File: config.mk
export PLATFORM = sky130hd
export DESIGN_NAME = seq_divider
export DESIGN_NICKNAME = d
export VERILOG_FILES = /design/src/rtl/seq_divider_pkg.sv /design/src/rtl/seq_divider_step.sv /design/src/rtl/seq_divider.sv
export SDC_FILE = /design/constraint.sdc
export NUM_CORES = 1
export LEC_CHECK = 0
export CORE_MARGIN = 2
export CORE_UTILIZATION = 57
export DETAILED_ROUTE_END_ITERATION = 12
export PLACE_DENSITY_LB_ADDON = 0.15
export SLEW_MARGIN = 40
export SYNTH_ARGS = -nofsm -noshare
export SYNTH_HDL_FRONTEND = slang
export SYNTH_SLANG_ARGS = --single-unit
export TNS_END_PERCENT = 20
File: constraint.sdc
create_clock -name clk -period 7.4 [get_ports clk]
set_input_delay 1.11 -clock clk [delete_from_list [all_inputs] [get_ports clk]]
set_output_delay 1.11 -clock clk [all_outputs]
set_load 0.1 [all_outputs]
File: src/rtl/seq_divider_pkg.sv
// Shared types and constants for the sequential restoring divider.
package div_pkg;

  typedef enum logic [1:0] {
    IDLE = 2'd0,
    CALC = 2'd1,
    FIX  = 2'd2,
    DONE = 2'd3
  } state_t;

  localparam int unsigned DIV_WIDTH = 32;

  localparam logic [DIV_WIDTH-1:0] DBZ_QUOTIENT = '1;

endpackage

File: src/rtl/seq_divider_step.sv
// One combinational restoring-division iteration: shift in a dividend bit, trial-subtract.
module div_step #(
  parameter int WIDTH = 32
) (
  input  logic [WIDTH-1:0] i_rem,
  input  logic             i_bit,
  input  logic [WIDTH-1:0] i_dsr,
  output logic [WIDTH-1:0] o_rem,
  output logic             o_q
);

  logic [WIDTH:0]   w_shift;
  logic [WIDTH-1:0] w_trial;
  logic             w_fits;

  assign w_shift = {i_rem, i_bit};
  assign w_fits  = w_shift >= {1'b0, i_dsr};
  // When the divisor fits, the difference is below the divisor, so the low WIDTH bits are exact.
  assign w_trial = w_shift[WIDTH-1:0] - i_dsr;

  assign o_q   = w_fits;
  assign o_rem = w_fits ? w_trial : w_shift[WIDTH-1:0];

endmodule

File: src/rtl/seq_divider.sv
// Multi-cycle DIV/DIVU unit: one quotient bit per cycle, sign fix-up after the unsigned core.
// Optional SEQ_DIVIDER_DBZ_FLAG_EN adds a sticky div_by_zero output.
module seq_divider
  import div_pkg::*;
#(
  parameter int WIDTH = DIV_WIDTH
) (
  input  logic             clk,
  input  logic             reset,
  input  logic             start,
  input  logic             is_signed,
  input  logic [WIDTH-1:0] dividend,
  input  logic [WIDTH-1:0] divisor,
  output logic             busy,
  output logic             done,
  output logic [WIDTH-1:0] quotient,
  output logic [WIDTH-1:0] remainder
`ifdef SEQ_DIVIDER_DBZ_FLAG_EN
  ,
  output logic             div_by_zero
`endif
);

  localparam int unsigned CNT_W = $clog2(WIDTH);

  state_t           r_state;
  state_t           w_next;
  logic [CNT_W-1:0] r_cnt;
  logic [WIDTH-1:0] r_rem;
  logic [WIDTH-1:0] r_dvd;
  logic [WIDTH-1:0] r_dsr;
  logic             r_qneg;
  logic             r_rneg;
  logic [WIDTH-1:0] r_quot;
  logic [WIDTH-1:0] r_remo;
  logic             r_dbz;

  logic             w_accept;
  logic             w_zero;
  logic             w_last;
  logic             w_dvd_neg;
  logic             w_dsr_neg;
  logic [WIDTH-1:0] w_dvd_mag;
  logic [WIDTH-1:0] w_dsr_mag;
  logic [WIDTH-1:0] w_rem_nxt;
  logic             w_qbit;

  assign w_accept  = (r_state == IDLE) && start;
  assign w_zero    = (divisor == '0);
  assign w_last    = (r_cnt == CNT_W'(WIDTH - 1));
  assign w_dvd_neg = is_signed && dividend[WIDTH-1];
  assign w_dsr_neg = is_signed && divisor[WIDTH-1];
  assign w_dvd_mag = w_dvd_neg ? -dividend : dividend;
  assign w_dsr_mag = w_dsr_neg ? -divisor : divisor;

  div_step #(.WIDTH(WIDTH)) u_step (
    .i_rem (r_rem),
    .i_bit (r_dvd[WIDTH-1]),
    .i_dsr (r_dsr),
    .o_rem (w_rem_nxt),
    .o_q   (w_qbit)
  );

  always_ff @(posedge clk or posedge reset) begin
    if (reset) r_state <= IDLE;
    else       r_state <= w_next;
  end

  always_comb begin
    w_next = r_state;
    case (r_state)
      IDLE: if (start) w_next = w_zero ? DONE : CALC;
      CALC: if (w_last) w_next = FIX;
      FIX:  w_next = DONE;
      DONE: w_next = IDLE;
      default: w_next = IDLE;
    endcase
  end

  always_ff @(posedge clk or posedge reset) begin
    if (reset) begin
      r_cnt  <= '0;
      r_rem  <= '0;
      r_dvd  <= '0;
      r_dsr  <= '0;
      r_qneg <= 1'b0;
      r_rneg <= 1'b0;
      r_quot <= '0;
      r_remo <= '0;
      r_dbz  <= 1'b0;
    end else begin
      if (w_accept) begin
        r_cnt  <= '0;
        r_rem  <= '0;
        r_dvd  <= w_dvd_mag;
        r_dsr  <= w_dsr_mag;
        r_qneg <= w_dvd_neg ^ w_dsr_neg;
        r_rneg <= w_dvd_neg;
        r_dbz  <= w_zero;
        if (w_zero) begin
          r_quot <= {WIDTH{DBZ_QUOTIENT[0]}};
          r_remo <= dividend;
        end
      end else if (r_state == CALC) begin
        r_rem <= w_rem_nxt;
        r_dvd <= {r_dvd[WIDTH-2:0], w_qbit};
        r_cnt <= r_cnt + 1'b1;
      end else if (r_state == FIX) begin
        r_quot <= r_qneg ? -r_dvd : r_dvd;
        r_remo <= r_rneg ? -r_rem : r_rem;
      end
    end
  end

  assign busy      = (r_state != IDLE);
  assign done      = (r_state == DONE);
  assign quotient  = r_quot;
  assign remainder = r_remo;

`ifdef SEQ_DIVIDER_DBZ_FLAG_EN
  assign div_by_zero = r_dbz;
`else
  logic w_dbz_unused;
  assign w_dbz_unused = r_dbz;
`endif

endmodule

==> summary.txt <==
Final layout
  • Layout net count: 1593
  • Diodes inserted: 0
  • Fill cells: 1702
  • Layout cell share with drive strength beyond 1: 8.57%
  • Area grow syn2layout: 15.4%

Global route
  • GRT met2 Usage: 49.0%
  • Met3 global-route usage: 4.09%
  • GRT Overall Usage: 28.7%
  • First-pass GRT wire length: 49600 µm
  • Busiest grt layer: met2
  • Number of antenna violations at the first check in global routing: 0
  • Met1 usage: 36.9%
  • Grt total ovfl: 0
  • Largest net degree at the start of global routing: 116
  • Vias in the first global route: 9710

Hold path
  • Hold path startpoint: r_dsr[15]$_DFFE_PP0P_
  • Hold Crit Class: register to register
  • Hold depth: 2

Timing
  • Setup TNS Final: 0 ns
  • Fmax: 245 MHz
  • Final setup fails: 0
  • Setup repair after global routing missed its margin: false
  • Worst-Margin Slew: 0.791 ns
  • Final Hold Viols: 0
  • Shortest period the worst path allows: 4.08 ns
  • Final Skew: 0.00878 ns
  • Slew HR: 47.1%
  • Final worst-path cycle share: 55.2%
  • Max-slew violations: 0

Critical path
  • FF-to-FF Start: r_rem[0]$_DFFE_PP0P_
  • CP startpoint: divisor[6]
  • Crit end category: register
  • Worst EP required: 7.69 ns
  • Critical Path Start Type: primary input
  • R2r setup slk: 3.51 ns
  • CP arrival: 4.38 ns
  • R2R depth: 11
  • Crit Path Category: primary input to register
  • Critical-path maximum fanout: 53

Yosys
  • Ys async rst share: 100%
  • Mapped Avg Cell Area: 8.25 µm²
  • Synthesized net count: 1508
  • Register bit count reported by yosys: 169
  • EDFF count, synth: 0
  • Post-synthesis sequential area ratio: 36.7%
  • Cell count after synthesis: 1396
  • Yosys warns: 0
  • Library cells used by synthesis: 63
  • Synthesized cell area: 11500 µm²
  • Dominant synthesized flop cell: dfrtp_1

Clock network
  • Setup bufs post-CTS: 0
  • Clock Latency Late Sink: 0.43 ns
  • CTS tree: done
  • CTS sink count: 169
  • Clk slew on worst S/H paths: 0.07 ns
  • Root buffer cell: clkbuf_16
  • H-tree depth: 4
  • CTS Buf Count: 17
  • Post-CTS sizing: 0
  • Post-CTS Hold Fix Bufs: 0
  • Clock Path Buffers: 2

Outcome
  • Status: finished, final reports clean

Drt
  • WL final: 31100 µm
  • Post-route ant nets: 0
  • Initial DRT Pass Iterations: 5
  • DR vias: 10400
  • Via density: 5.91
  • DRC violations left: 0
  • Initial DRC count: 741
  • Wire per inst: 17.7 µm

Die
  • Ports: 134
  • DIE AREA: 21400 µm²
  • Core ar.: 19700 µm²
  • Row count: 51
  • Initial core utilization: 58.6%
  • Die W: 146 µm
  • Chip Height: 146 µm

Run
  • Max-cap violations: 0

Place
  • RePlAce Congestion: 0.934
  • Hpwl dp: 23000 µm
  • Port Buffers: 133
-- cells in the mapped netlist (all sizes together) (21+ instances only) --
cell type	instances	area, µm²
o31ai	25	188
a21oi	134	671
a211oi	21	158
inv	63	236
xor2	80	701
nand2	155	582
dfrtp	169	4230
nor3	24	125
clkbuf	56	210
o21ai	154	771
xnor2	62	543
mux2i	48	480
ha	43	538
nor2	141	529
-- cell usage in the layout (no fill, tap or decap), types with 13 or more instances in the layout --
| cell type | n |
|---|---|
| xnor2_1 | 62 |
| o21ai_0 | 152 |
| mux2i_1 | 48 |
| dfrtp_1 | 167 |
| nand2b_1 | 13 |
| nor3_1 | 23 |
| a21oi_1 | 134 |
| ha_1 | 42 |
| nand2_1 | 154 |
| clkbuf_16 | 17 |
| buf_2 | 66 |
| xor2_1 | 80 |
| clkdlybuf4s50_1 | 67 |
| a21o_1 | 17 |
| inv_1 | 62 |
| nand3_1 | 16 |
| a211oi_1 | 21 |
| o31ai_1 | 25 |
| a31oi_1 | 17 |
| nor2_1 | 139 |
-- final timing paths --
path / to
min: r_dsr[15]$_DFFE_PP0P_
max: quotient[12]$_DFFE_PP0P_
min reg2reg: r_dsr[15]$_DFFE_PP0P_
min in group asynchronous: r_cnt[1]$_DFFE_PP0P_
max reg2reg: r_rem[17]$_DFFE_PP0P_
max in group asynchronous: r_rneg$_DFFE_PP0P_
-- through the flow --
stage	cells	instance area (µm²)	setup slack, ns	utilization, %	hold slack [ns]
6_report	1759	13300	3.32	67.6	0.477
5_1_grt	1759	13300	3.02	67.6	0.503
4_1_cts	1759	13300	3.14	67.5	0.481
3_5_place_dp	1727	12700	2.71	64.5	0.466
3_3_place_gp	1726	13000	2.76	66.1	0.461
2_1_floorplan	1396	11500	1.71	-	0.450
-- sequential cells by signal, indices dropped and copies added (netlist names) --
| signal | flops |
|---|---|
| quotient | 32 |
| r_cnt | 5 |
| r_dsr | 32 |
| r_dvd | 32 |
| r_qneg | 1 |
| r_rem | 32 |
| r_rneg | 1 |
| r_state | 2 |
| remainder | 32 |
-- cells by family (layout without fill, tap and decap cells) --
group,Yosys count,count (layout),share of synthesized area (%)
xor gates and xnor gates,142,142,10.8
muxes,51,51,4.47
AOI/OAI and AO/OA,423,423,21.5
adders and majority gates,44,44,4.85
buffers and inverters,137,235,4.54
and+or+nand+nor,430,430,17.1
DFF,169,169,36.7
-- critical path, stage by stage --
cell and delay (ns):
clkdlybuf4s50_1 0.48, nor3_1 0.47, nand3b_1 0.18, nor2_1 0.14
and3_1 0.22, nor3b_1 0.45, mux2i_1 0.26, or2_4 0.46
nor2_2 0.13, buf_4 0.33, a21oi_1 0.13
-- metal layers --
| layer | wire [µm] | part of all wire [%] | vias up |
|---|---|---|---|
| met5 | 0 | 0 | - |
| met4 | 1100 | 3.5 | 0 |
| met3 | 1590 | 5.1 | 77 |
| met2 | 15000 | 48 | 360 |
| met1 | 13400 | 43 | 4881 |
| li1 | - | - | 5085 |
-- cell type report --
cell class	count	area, µm²	area share [%]
multi-input cells	1090	6810	51.3
flip-flops and latches	169	4230	31.8
repair buffers	140	1080	8.11
clock buffers	21	480	3.61
well taps	265	332	2.49
inverters	63	249	1.87
clock inverters	11	109	0.819
Power is not shown: default switching activity piles up to over one toggle a cycle in this logic, so the estimate is an artifact.
==> variant (same flow settings) <==
Put a register stage on the output `done`, with the module's reset. The value now appears one clock later. The other outputs are not delayed to match.
--- a/src/rtl/seq_divider.sv
+++ b/src/rtl/seq_divider.sv
@@ -115,3 +115,9 @@
   assign busy      = (r_state != IDLE);
-  assign done      = (r_state == DONE);
+  always_ff @(posedge clk or posedge reset) begin
+    if (reset) begin
+      done <= '0;
+    end else begin
+      done <= (r_state == DONE);
+    end
+  end
   assign quotient  = r_quot;
Check against the original RTL: not equivalent (Yosys sat finds a counterexample within 4 cycles, from zero or initial values and one cycle with reset high).
==> variant against the original RTL <==
- non-clock buffer count up 1
- worst setup slack worse by 0.15 ns
- sequential cell count up 1
- area after synthesis up 1.5%
- final area up 1.4%
- routed wire length down 2.2%
- sequential share of layout area down 0.25 points
- critical endpoint is now remainder[1]
Power is left out: the tool's default activity adds up to more than one toggle a clock period on the data nets, which glitch-free logic cannot reach.
==> variant: results (changes against the original RTL) <==
| Metric | Value |
|---|---|
| Status | `complete, no violations (unchanged)` |
| Via count | `10400 (about the same)` |
| Met2 WL post-DR | `14600 µm (was 15000 µm)` |
| XOR/XNOR Fraction of Synth Area | `10.9% (was 10.8%)` |
| Dpl hpwl | `22600 µm (was 23000 µm)` |
| Dpl ws | `2.78 ns (was 2.71 ns)` |
| Vias in the first global route | `9588 (was 9710)` |
| Mux share of post-synthesis cell area | `5.06% (was 4.47%)` |
| Met3 wire len | `1760 µm (was 1590 µm)` |
| WL/cell | `17.4 µm (was 17.7 µm)` |
| Clock skew | `0.00832 ns (was 0.00878 ns)` |
| Adder-Cell Fraction of Synth Area | `4.77% (was 4.85%)` |
| Hold Crit Start | `remainder[12] (was r_dsr[15])` |
| Actual slew at the worst max-slew pin | `0.769 ns (was 0.791 ns)` |
| Max FO, Critical Path | `54 (was 53)` |
| DP Cell Count | `1721 (was 1727)` |
| Layout cells sized above 1 | `9.72% (was 8.57%)` |
| Synth top area cells | `dfrtp_1 36%, o21ai_0 7.2%, xor2_1 6.1% (was dfrtp_1 37%, o21ai_0 6.6%, xor2_1 6.1%)` |
| Post-synthesis sequential area ratio | `36.4% (was 36.7%)` |
| Largest net degree at the start of global routing | `114 (was 116)` |
| Nets@finish | `1582 (was 1593)` |
| Syn_nets | `1501 (was 1508)` |
| Launch point of the worst path | `divisor[2] (was divisor[6])` |
| Most frequent cells after synthesis | `170 x dfrtp_1, 169 x o21ai_0, 165 x nand2_1, 114 x a21oi_1, 114 x nor2_1 (was 169 x dfrtp_1, 155 x nand2_1, 152 x o21ai_0, 141 x nor2_1, 134 x a21oi_1)` |
| Placed Area | `12900 µm² (was 12700 µm²)` |
| Post-synthesis compound-gate area fraction | `21.2% (was 21.5%)` |
| Crit-path max cell delay | `0.54 ns (was 0.48 ns)` |
[variant: changes by cell type after synthesis, moves of 6 or more]
cell and delta:
a211oi_1 -11, a21oi_1 -20, a31oi_1 +6, inv_1 -8, mux2i_1 +10, nand2_1 +10, nand3_1 +6, nand4_1 +8
nor2_1 -27, o21ai_0 +17
[variant: path summary, 6_finish.rpt]
path | endpoint | slack (ns) | cells after the start
setup / recovery | remainder[1] | 3.17 | 11
hold / removal | remainder[12] | 0.48 | 2
setup reg to reg | r_rem[17] | 3.61 | 10
hold reg to reg | remainder[12] | 0.48 | 2
max in group asynchronous | r_rneg | 5.11 | 3
min in group asynchronous | r_dsr[0] | 1.18 | 2
[variant: cell type report]
cell class                 instances  area, µm²
multi-input combinational       1084       6970
fill                            1735       6690
sequential                       170       4260
timing repair buffer             141       1100
clock buffer                      17        425
tap                              270        338
inverter                          56        215
clock inverter                    13        170
[variant: worst min-delay path, stage by stage, from the launching register on]
cell     delay [ns]
dfrtp_1        0.34
nand2_1        0.04
o21ai_0        0.06
